[config.mk]
export PLATFORM = sky130hd
export DESIGN_NAME = serial_segment_receiver
export DESIGN_NICKNAME = d
export VERILOG_FILES = /design/src/rtl/serial_segment_receiver.sv
export SDC_FILE = /design/constraint.sdc
export NUM_CORES = 1
export LEC_CHECK = 0
export BUFFER_PORTS_ARGS = -buffer_cell sky130_fd_sc_hd__buf_2
export CAP_MARGIN = 10
export CORE_MARGIN = 2
export CORE_UTILIZATION = 35
export DETAILED_ROUTE_END_ITERATION = 8
export GPL_ROUTABILITY_DRIVEN = 0
export GPL_TIMING_DRIVEN = 0
export MAX_ROUTING_LAYER = met4
export SKIP_CTS_REPAIR_TIMING = 1
export SLEW_MARGIN = 20
export SYNTH_ARGS = -nofsm -noshare
export SYNTH_HDL_FRONTEND = slang
export SYNTH_SLANG_ARGS = --single-unit
[constraint.sdc]
create_clock -name clk -period 3.8 [get_ports clk]
set_input_delay 0.57 -clock clk [delete_from_list [all_inputs] [get_ports clk]]
set_output_delay 0.57 -clock clk [all_outputs]
set_load 0.05 [all_outputs]
[src/rtl/serial_segment_receiver.sv]
// rtl/serial_segment_receiver.sv - oversampling receiver for the serial 7-segment display stream
// Reassembles one 8-bit segment frame per lane and decodes it back to a hex digit.
module serial_segment_receiver #(
  parameter int DIGITS       = 2,
  parameter int FRAME_BITS   = 8,
  parameter int IDLE_TIMEOUT = 64
) (
  input  logic                  clk,
  input  logic                  reset,
  input  logic [DIGITS-1:0]     seg_in,
  input  logic                  shift_in,
  input  logic                  shift_n_in,
  output logic [8*DIGITS-1:0]   seg_par,
  output logic [4*DIGITS-1:0]   digit_val,
  output logic                  frame_valid,
  output logic [DIGITS-1:0]     decode_err,
  output logic                  sync_err,
  output logic                  line_err
);

  localparam int TW = $clog2(IDLE_TIMEOUT + 1);

  logic [DIGITS-1:0]   r_seg_s1;
  logic [DIGITS-1:0]   r_seg_s2;
  logic                r_shift_s1;
  logic                r_shift_s2;
  logic                r_shift_s3;
  logic                r_shift_n_s1;
  logic                r_shift_n_s2;
  logic [7:0]          r_shreg [DIGITS];
  logic [2:0]          r_bit_cnt;
  logic [TW-1:0]       r_idle_cnt;
  logic [8*DIGITS-1:0] r_frame;
  logic                r_frame_done;
  logic                r_line_eq;
  logic [1:0]          r_fill;

  logic                w_edge;
  logic                w_line_eq;
  logic [7:0]          w_next_lane [DIGITS];
  logic [4:0]          w_dec [DIGITS];

  // Returns {err, value}; dp (bit0) takes no part in the match.
  function automatic logic [4:0] decode_seg(input logic [7:0] f);
    logic [4:0] r;
    case ({f[7:1], 1'b0})
      8'hFC:   r = 5'h00;
      8'h60:   r = 5'h01;
      8'hDA:   r = 5'h02;
      8'hF2:   r = 5'h03;
      8'h66:   r = 5'h04;
      8'hB6:   r = 5'h05;
      8'hBE:   r = 5'h06;
      8'hE0:   r = 5'h07;
      8'hFE:   r = 5'h08;
      8'hF6:   r = 5'h09;
      8'hEE:   r = 5'h0A;
      8'h3E:   r = 5'h0B;
      8'h9C:   r = 5'h0C;
      8'h7A:   r = 5'h0D;
      8'h9E:   r = 5'h0E;
      8'h8E:   r = 5'h0F;
      default: r = 5'h10;
    endcase
    return r;
  endfunction

  assign w_edge    = r_shift_s2 & ~r_shift_s3;
  assign w_line_eq = (r_shift_s2 == r_shift_n_s2);

  always_comb begin
    for (int j = 0; j < DIGITS; j++) begin
      w_next_lane[j] = {r_shreg[j][6:0], r_seg_s2[j]};
      w_dec[j]       = decode_seg(r_frame[8*j +: 8]);
    end
  end

  always_ff @(posedge clk or posedge reset) begin
    if (reset) begin
      r_seg_s1     <= '0;
      r_seg_s2     <= '0;
      r_shift_s1   <= 1'b0;
      r_shift_s2   <= 1'b0;
      r_shift_s3   <= 1'b0;
      r_shift_n_s1 <= 1'b0;
      r_shift_n_s2 <= 1'b0;
    end else begin
      r_seg_s1     <= seg_in;
      r_seg_s2     <= r_seg_s1;
      r_shift_s1   <= shift_in;
      r_shift_s2   <= r_shift_s1;
      r_shift_s3   <= r_shift_s2;
      r_shift_n_s1 <= shift_n_in;
      r_shift_n_s2 <= r_shift_n_s1;
    end
  end

  // Completed frames are staged one cycle in r_frame before reaching the outputs.
  always_ff @(posedge clk or posedge reset) begin
    if (reset) begin
      for (int j = 0; j < DIGITS; j++) r_shreg[j] <= '0;
      r_bit_cnt    <= '0;
      r_idle_cnt   <= '0;
      r_frame      <= '0;
      r_frame_done <= 1'b0;
      seg_par      <= '0;
      digit_val    <= '0;
      decode_err   <= '0;
      frame_valid  <= 1'b0;
      sync_err     <= 1'b0;
    end else begin
      r_frame_done <= 1'b0;
      sync_err     <= 1'b0;
      frame_valid  <= r_frame_done;
      if (r_frame_done) begin
        seg_par <= r_frame;
        for (int j = 0; j < DIGITS; j++) begin
          digit_val[4*j +: 4] <= w_dec[j][3:0];
          decode_err[j]       <= w_dec[j][4];
        end
      end
      if (w_edge) begin
        for (int j = 0; j < DIGITS; j++) r_shreg[j] <= w_next_lane[j];
        r_idle_cnt <= '0;
        if (r_bit_cnt == 3'(FRAME_BITS - 1)) begin
          r_bit_cnt    <= '0;
          r_frame_done <= 1'b1;
          for (int j = 0; j < DIGITS; j++) r_frame[8*j +: 8] <= w_next_lane[j];
        end else begin
          r_bit_cnt <= r_bit_cnt + 3'd1;
        end
      end else if (r_bit_cnt != 3'd0) begin
        if (r_idle_cnt == TW'(IDLE_TIMEOUT - 1)) begin
          r_idle_cnt <= '0;
          r_bit_cnt  <= '0;
          sync_err   <= 1'b1;
        end else begin
          r_idle_cnt <= r_idle_cnt + TW'(1);
        end
      end
    end
  end

  // r_fill masks the first cycles after reset, when both synchronizers still read 0.
  always_ff @(posedge clk or posedge reset) begin
    if (reset) begin
      r_fill    <= '0;
      r_line_eq <= 1'b0;
      line_err  <= 1'b0;
    end else begin
      r_fill    <= {r_fill[0], 1'b1};
      r_line_eq <= w_line_eq & r_fill[1];
      if (r_fill[1] && r_line_eq && w_line_eq) line_err <= 1'b1;
    end
  end

endmodule
==> results list, run 1 <==
* Status: finished clean
- For this design the ratio of total power to cell area is 660 mW/mm^2.
* Final setup violation count: 0
* Maximum buffer depth of the clock tree: 2
* Final hold violations: 0
- Across every metal layer, demand over resource in global routing totals 14.4%.
* Post-detailed-route wirelength per cell: 14.2 um
- TritonCTS built the clock tree.
- Number of input and output port buffers inserted: 34
- Largest fanout on the critical path: 6
- The floorplan has 38 rows.
- Last element of the critical path: r_bit_cnt[1]
- The final layout contains routed wiring with a total length of 7690 um.
* CP Capture Type: flop
- The synthesized netlist occupies a cell area of 0.00390 mm^2.
* Max Slew Vio Count: 0
- Startpoint class of the critical path: flop
- On the final layout, the worst clock skew is 11.4 ps.
* Multiplexer fraction of the synthesized cell area: 9.75%
- Number of search-and-repair iterations in the first detailed-routing pass: 4
- In the final routing, the length of wire on met1 measures 3740 um.
* First-pass GRT wire length: 13200 um
- Clock period minus final worst setup slack: 1710 ps
- The floorplan step defined a die boundary enclosing 0.0120 mm^2.
* Antenna cell count: 0
* Starting DRC count in detailed routing: 121
* Leading cell type in the layout, fill and taps excluded: sky130_fd_sc_hd__dfrtp_1
- The analysis attributes to cell leakage a power of 2.15 nW.
- The initial antenna violation count was 0.
- The tree is rooted in a sky130_fd_sc_hd__clkbuf_8.
- Pin count of the biggest net entering global routing: 44
- The worst register-to-register path begins at r_bit_cnt[0].
* Met3 wire length: 380 um
* Transition at the pin with the smallest max-transition slack: 547 ps
- A synthesized cell averages 11.1 um^2.
- For this run, design rule violations remaining after detail routing come to 0.
* Antenna viol nets, final: 0
- The wire-length estimate of the detail-placed layout is 5380 um.
- The largest single stage delay on the critical path is 410 ps.
- The largest individual stage delay along the critical path comes from the cell sky130_fd_sc_hd__o31ai_1.
- The critical path starts at r_bit_cnt[0].
- Endpoint arrival time on the critical path: 1940 ps
* Unrepaired setup endpoints after global routing: false
- Across all hold checks on the routed design, the worst slack comes to 254 ps.
- Worst VDD drop: 265 uV
* Worst setup slack for register-to-register paths: 2090 ps
* Xor/xnor share of the synthesized area: 1.80%
* Number of levels the H-tree was split into: 3
- Static timing analysis puts the maximum clock frequency at 584 MHz.
* Predominant post-synthesis flop cell: sky130_fd_sc_hd__dfrtp_1
* Area grow syn2layout: 14.2%
- Main combinational cell family by area after synthesis: simple AND/OR/NAND/NOR gates
* #FFs+latches synth: 82
- Sequential element share of the synthesized area: 52.6%
- The number of global-route vias before repair was 2674.
- TritonCTS created 9 clock buffers.
* Number of distinct library cells after synthesis: 64
- Summing the areas of all compound-gate instances in the mapped netlist gives 9.62% of the synthesized area.
- Number of cells traversed by the worst register-to-register path: 7
- Measured along the x axis, the die boundary spans 110 um.
- After Yosys synthesis, full adders, half adders and majority gates account for 1.28% of the synthesized area.
- Worst-path cell chain: inv_1 > ha_1 > nand2b_1 > buf_4 > nand4_2 > o31ai_1 > o21ai_0
* Clk slew on worst S/H paths: 90 ps
* Met2 Wirelength: 3470 um
- Aggregate negative setup slack: 0 ps
- Number of top-level design ports: 35
- The number of nets handed over by synthesis was 360.
- In this run the standard cell core region covers 0.0108 mm^2.
* Worst-skew pair later-pin latency: 360 ps
* Simple-gate area share of the yosys netlist: 19.0%
- After the last flow step, the layout net total stands at 406.
- Top Layer Used: met4
* Yosys warns: 0
- Once the floorplan was initialized, standard cells occupied 36.0% of the core.
- The floorplan step set the die height to 110 um.
- Synth async-reset ratio: 100%
- Max Cap Violations: 0
- Post-synth EDFFs: 0
- The critical path is of the flop to flop type.
* Most frequent cells in the layout: 82 x sky130_fd_sc_hd__dfrtp_1, 58 x sky130_fd_sc_hd__nand2_1, 44 x sky130_fd_sc_hd__buf_2
- In the final layout, the share of cells above drive strength 1 is 29.9%.
- Clock Sink Count: 82
- The min-delay analysis places its worst path in the category input pin to async pin.
- After global routing the overflow that remains totals 0.
- Of the available clock period, the critical path in the final layout requires 45.0%.
- Data on the critical path is required at its endpoint by 4030 ps.
- The cell count after synthesis came out at 350.
* Max_slew headroom: 63.6%
* Detailed-route via count: 2720
- Crit Reg-Reg Endpoint: r_bit_cnt[1]
- Dividing the detail-routed via count by the number of cells gives 5.03.
==> where the power goes <==
part / internal (W) / switching, W / total, W
clock network: 0.000261 / 0.000334 / 0.000595
registers: 0.00108 / 0.000157 / 0.00124
logic: 0.000392 / 0.000712 / 0.00110
==> logic make-up (layout without fill, tap and decap cells) <==
group | Yosys count | in the layout
compound gates | 50 | 50
xor+xnor | 8 | 8
fa+ha+maj | 4 | 4
buf+inv | 36 | 87
flops | 82 | 82
mux | 34 | 34
other cells | 1 | 1
simple gates | 135 | 135
==> through the flow <==
stage / utilization (%) / worst slack [ps] / instances / cell area [um^2] / power (W)
global route: 41.1 / 1920 / 541 / 4450 / 0.00314
global placement: 39.2 / 126 / 524 / 4250 / 0.00235
CTS: 41.1 / 2060 / 541 / 4450 / 0.00297
detailed placement: 39.4 / 2070 / 525 / 4270 / 0.00237
floorplan: - / 1120 / 350 / 3900 / 0.00210
finish: 41.1 / 2090 / 541 / 4450 / 0.00294
==> cell type report <==
type | count | area [um^2]
multi-input cells | 232 | 1620
repair buffers | 35 | 190
clock buffers | 10 | 138
flip-flops and latches | 82 | 2050
inverters | 10 | 40.0
plain buffers | 26 | 189
clock inverters | 6 | 48.8
well taps | 140 | 175
fillers | 1063 | 6390
==> registers in the layout, indices dropped and copies added (netlist names) <==
signal        count
r_bit_cnt         3
digit_val         8
r_shift_s3        1
frame_valid       1
r_shift_n_s2      1
r_seg_s2          2
r_frame_done      1
r_frame          16
r_seg_s1          2
r_idle_cnt        7
r_shreg          14
sync_err          1
r_shift_s1        1
r_shift_n_s1      1
line_err          1
seg_par          16
r_fill            2
r_shift_s2        1
decode_err        2
r_line_eq         1
==> worst min path at each step <==
stage,startpoint,end,slack (ps),cells past startpoint
2_1_floorplan,r_fill[0],r_fill[1],330,0
3_3_place_gp,r_fill[0],r_fill[1],330,0
3_5_place_dp,r_fill[0],r_fill[1],330,0
4_1_cts,reset,r_shreg[3],260,2
5_1_grt,reset,r_shreg[2],290,2
6_report,reset,r_shreg[2],250,2
==> worst max-delay path, delay by kind of cell, from the launching register on <==
family	cells	cell delay [ps]
compound gates	2	530
simple gates	2	260
buf+inv	2	210
flops	1	400
fa+ha+maj	1	190
==> cell usage after synthesis, types with 3 or more instances <==
cell	count	share of area (%)
sky130_fd_sc_hd__a21oi_1	5	0.64
sky130_fd_sc_hd__a31oi_1	3	0.48
sky130_fd_sc_hd__a41oi_1	3	0.67
sky130_fd_sc_hd__and2_1	3	0.48
sky130_fd_sc_hd__buf_2	10	1.3
sky130_fd_sc_hd__buf_4	5	0.96
sky130_fd_sc_hd__buf_6	4	1.2
sky130_fd_sc_hd__clkbuf_1	4	0.38
sky130_fd_sc_hd__clkbuf_8	3	1.1
sky130_fd_sc_hd__dfrtp_1	82	53
sky130_fd_sc_hd__ha_1	4	1.3
sky130_fd_sc_hd__inv_1	10	0.96
sky130_fd_sc_hd__mux2_2	30	8.7
sky130_fd_sc_hd__nand2_1	58	5.6
sky130_fd_sc_hd__nand2b_1	6	0.96
sky130_fd_sc_hd__nand3_1	3	0.38
sky130_fd_sc_hd__nand3b_1	3	0.58
sky130_fd_sc_hd__nand4_1	4	0.64
sky130_fd_sc_hd__nor2_1	21	2.0
sky130_fd_sc_hd__nor2b_1	4	0.64
sky130_fd_sc_hd__nor3b_1	3	0.58
sky130_fd_sc_hd__o211ai_1	3	0.58
sky130_fd_sc_hd__o21ai_0	9	1.2
sky130_fd_sc_hd__o21ai_1	3	0.38
sky130_fd_sc_hd__o22ai_1	4	0.64
sky130_fd_sc_hd__xnor2_1	4	0.90
sky130_fd_sc_hd__xor2_1	4	0.90
==> per-layer routing <==
| layer | global-route usage [%] | vias up |
|---|---|---|
| met4 | 4.79 | 0 |
| met3 | 3.68 | 12 |
| met2 | 21.5 | 63 |
| met1 | 19.2 | 1330 |
| li1 | - | 1315 |
| met5 | - | - |
Note: power is estimated with default switching activity, not from simulation.
==> inputs of run 2 (changes only) <==
--- a/config.mk
+++ b/config.mk
@@ -5,6 +5,7 @@
 export SDC_FILE = /design/constraint.sdc
 export NUM_CORES = 1
 export LEC_CHECK = 0
+export ABC_AREA = 1
 export BUFFER_PORTS_ARGS = -buffer_cell sky130_fd_sc_hd__buf_2
 export CAP_MARGIN = 10
 export CORE_MARGIN = 2
==> constraint.sdc (replaced) <==
create_clock -name clk -period 1.5 [get_ports clk]
set_input_delay 0.225 -clock clk [delete_from_list [all_inputs] [get_ports clk]]
set_output_delay 0.225 -clock clk [all_outputs]
set_load 0.05 [all_outputs]
==> results list, run 2 <==
* Status: finished clean
- The most common cell in the synthesized netlist is sky130_fd_sc_hd__nand2_1.
- The sequential area share after synthesis came to 57.6% (+5.0 points).
* Worst-path cell chain: inv_2 > ha_1 > inv_2 > nor2_4 > nor2_4 > nand2_2 > nand3_2 > o21ai_1 > nand2_1 > inv_1
- The clock insertion delay at the later pin of the skew report was 350 ps (about the same).
- The worst setup path is captured at a flop.
- Predominant post-synthesis flop cell: sky130_fd_sc_hd__dfrtp_1
- Net count, final: 492 (+21%)
- The placed standard-cell area was 0.00394 mm^2 (-7.7%).
- Antenna cell count: 0 (unchanged)
* Leading post-synthesis cells by cell area: sky130_fd_sc_hd__dfrtp_1 58%, sky130_fd_sc_hd__nand2_1 13%, sky130_fd_sc_hd__o21ai_0 7.3%
* Half-perimeter wire length of the detailed placement result: 5100 um (-5.3%)
- The area of the placeable core is 0.00982 mm^2 (-9.4%).
* Synth async-reset ratio: 100% (unchanged)
- Reg2Reg Launch Point: r_bit_cnt[0]
- Antenna viol nets, final: 0 (unchanged)
- The row count was 36 (-5.3%).
- The slack of the worst reg-to-reg path is 120 ps (-1970 ps).
- Dominant cell type by area after synthesis: sky130_fd_sc_hd__dfrtp_1
- The path with the worst hold slack has its endpoint at r_fill[1].
- The per-instance average area after synthesis is 8.32 um^2 (-25%).
* Final setup violation count: 0 (unchanged)
- The wire length per cell after detailed routing was 11.2 um (-21%).
- The routed via count divided by cell count came to 4.53 (-10%).
* Post-route fraction of the period consumed by the critical path: 92.0% (+47 points)
- The gate count after technology mapping is 428 (+22%).
* Power per unit of standard cell area: 1340 mW/mm^2 (+100%)
- The share of final-layout standard cells stronger than drive strength 1 is 16.0% (-14 points).
- Starting density of the core: 36.3% (+0.27 points)
- Number of top-level design ports: 35 (unchanged)
- The final number of max-transition violations was 0 (unchanged).
- The maximum achievable frequency is 725 MHz (+24%).
* Maximum buffer depth of the clock tree: 2 (unchanged)
- Registers with the most flip-flops: r_frame: 16 flops, seg_par: 16 flops, r_shreg: 14 flops
- The worst endpoint required time was 1790 ps (-2240 ps).
- GR Overflow Total: 0 (unchanged)
* Starting DRC count in detailed routing: 103 (-15%)
- The critical path in this run is classified as flop to flop.
* Clock Sink Count: 82 (unchanged)
* Max Cap Violations: 0 (unchanged)
- The count of fill cells added during filler insertion is 1029 (-3.2%).
- The final cell area excluding filler cells is 0.00425 mm^2 (-4.6%).
* Slowest cell delay on critical path: 400 ps (about the same)
* Overall global routing resource usage: 13.9% (-0.52 points)
- Antenna violations before repair: 0 (unchanged)
* Yosys warns: 0 (unchanged)
- The number of search-and-repair iterations in the first detailed-routing pass is 4 (unchanged).
- #FFs+latches synth: 82 (unchanged)
* Final wirelength: 6920 um (-9.9%)
* Critical-path top delay cell: sky130_fd_sc_hd__dfrtp_1
- The kind of cell with the highest combined delay along the critical path is simple AND/OR/NAND/NOR gates.
- Buf+Inv Stages, Crit Path: 3 (+1)
- Number of levels the H-tree was split into: 3 (unchanged)
* Number of cells traversed by the worst register-to-register path: 10 (+3)
- The number of hold violations in the final report is 0 (unchanged).
- TritonCTS built the clock tree.
- Sorting the synthesized cells by how often they occur yields 125 x sky130_fd_sc_hd__nand2_1, 82 x sky130_fd_sc_hd__dfrtp_1, 59 x sky130_fd_sc_hd__nor2_1.
- The clock-pin slew of the registers on the worst-case setup and hold paths was 90 ps (about the same).
* Clock buffer count from CTS: 9 (unchanged)
- Leading cell type in the layout, fill and taps excluded: sky130_fd_sc_hd__nand2_1
* Path type of the worst min-delay path: flop to flop
* Mapped Area: 0.00356 mm^2 (-8.7%)
- The total via count in the routed design is 2806 (+3.2%).
- The endpoint identified for the worst register-to-register timing path is r_idle_cnt[5].
* Startpoint class of the critical path: flop
- Overall Power: 0.00571 W (+94%)
* Number of distinct library cells after synthesis: 24 (-63%)
* Number of DRC violations after detailed routing: 0 (unchanged)
* Post-synth EDFFs: 0 (unchanged)
- Hold path cells: 0
* Number of input and output port buffers inserted: 34 (unchanged)
- Startpoint of the worst hold path: r_fill[0]
- LEAKAGE: 2.19 nW (+1.9%)
* Unrepaired setup endpoints after global routing: true
- Compared with the post-synthesis result, the final layout area differs by 19.3%.
- Die Width: 105 um (-4.3%)
- The tree is rooted in a sky130_fd_sc_hd__clkbuf_8.
- The total nets after synthesis is 438 (+22%).
- Total Die Area: 0.0110 mm^2 (-8.4%)
- Final core occ: 43.3% (+2.2 points)
* Via count of the first global-routing pass: 2582 (-3.4%)
- The largest fanout on the critical path is 6 (unchanged).
* Pin count of the biggest net entering global routing: 36 (-18%)
* Endpoint arrival time on the critical path: 1670 ps (-270 ps)
- The share of Yosys cell area claimed by the top area cell type was 57.6% (+5.0 points).
- Final Skew: 11.1 ps (-0.283 ps)
* Most frequent cells in the layout: 124 x sky130_fd_sc_hd__nand2_1, 82 x sky130_fd_sc_hd__dfrtp_1, 59 x sky130_fd_sc_hd__nor2_1
- The chip height came to 105 um (-4.3%).
* First-pass GRT wire length: 12000 um (-9.2%)
- Crit path from: r_bit_cnt[0]
* Clock period minus final worst setup slack: 1380 ps (-331 ps)
- Count of cell instances traversed by the critical path: 10 (+3)
- The peak ir drop on the vdd network came to 651 uV (+150%).
run 2: final cells by class:
type	count	area (um^2)	share of cell area (%)
repair buffers	43	275	6.48
flip-flops and latches	82	2050	48.3
plain buffers	11	65.1	1.53
clock buffers	10	138	3.24
inverters	45	173	4.06
clock inverters	6	71.3	1.68
well taps	133	166	3.92
multi-input cells	290	1310	30.8
run 2: per-stage QoR:
step	worst slack, ps	instances	setup TNS, ps	hold WS (ps)
2_1_floorplan	214	428	0	256
3_3_place_gp	-212	595	-16850	332
3_5_place_dp	12.0	597	0	243
4_1_cts	-16.6	613	-44.7	-153
5_1_grt	-19.7	620	-35.2	368
6_report	120	620	0	355
run 2: cells by family after synthesis:
kind of cell	after synthesis	synth area share, %
simple gates	222	25.4
buf+inv	56	6.36
fa+ha+maj	4	1.41
flops	82	57.6
compound gates	63	9.10
other cells	1	0.105
run 2: layer usage:
layer  share of wire (%)  vias to the layer above  GRT usage (%)
li1                    -                     1448              -
met1                  48                     1289           17.5
met2                  46                       59           22.0
met3                 4.4                       10           3.62
met4                 1.4                        0           4.29
met5                   0                        -              -
run 2: worst register-to-register path, cell delays in order, from the launching register on:
cell and delay (ps):
sky130_fd_sc_hd__dfrtp_1 400, sky130_fd_sc_hd__inv_2 70, sky130_fd_sc_hd__ha_1 160, sky130_fd_sc_hd__inv_2 50, sky130_fd_sc_hd__nor2_4 180, sky130_fd_sc_hd__nor2_4 70, sky130_fd_sc_hd__nand2_2 90, sky130_fd_sc_hd__nand3_2 80
sky130_fd_sc_hd__o21ai_1 90, sky130_fd_sc_hd__nand2_1 60, sky130_fd_sc_hd__inv_1 50
run 2: report_power, final:
group / leakage (nW) / switching (W) / internal (W)
registers: 1.09 / 0.000284 / 0.00256
clock network: 0.0999 / 0.000837 / 0.000832
logic: 1.00 / 0.000822 / 0.000378
run 2: how the worst max path moves through the flow:
| stage | endpoint | slack, ps |
|---|---|---|
| 2_1_floorplan | r_idle_cnt[5] | 210 |
| 3_3_place_gp | digit_val[5] | -210 |
| 3_5_place_dp | r_frame[7] | 10 |
| 4_1_cts | r_idle_cnt[5] | -20 |
| 5_1_grt | r_idle_cnt[5] | -20 |
| 6_report | r_idle_cnt[5] | 120 |
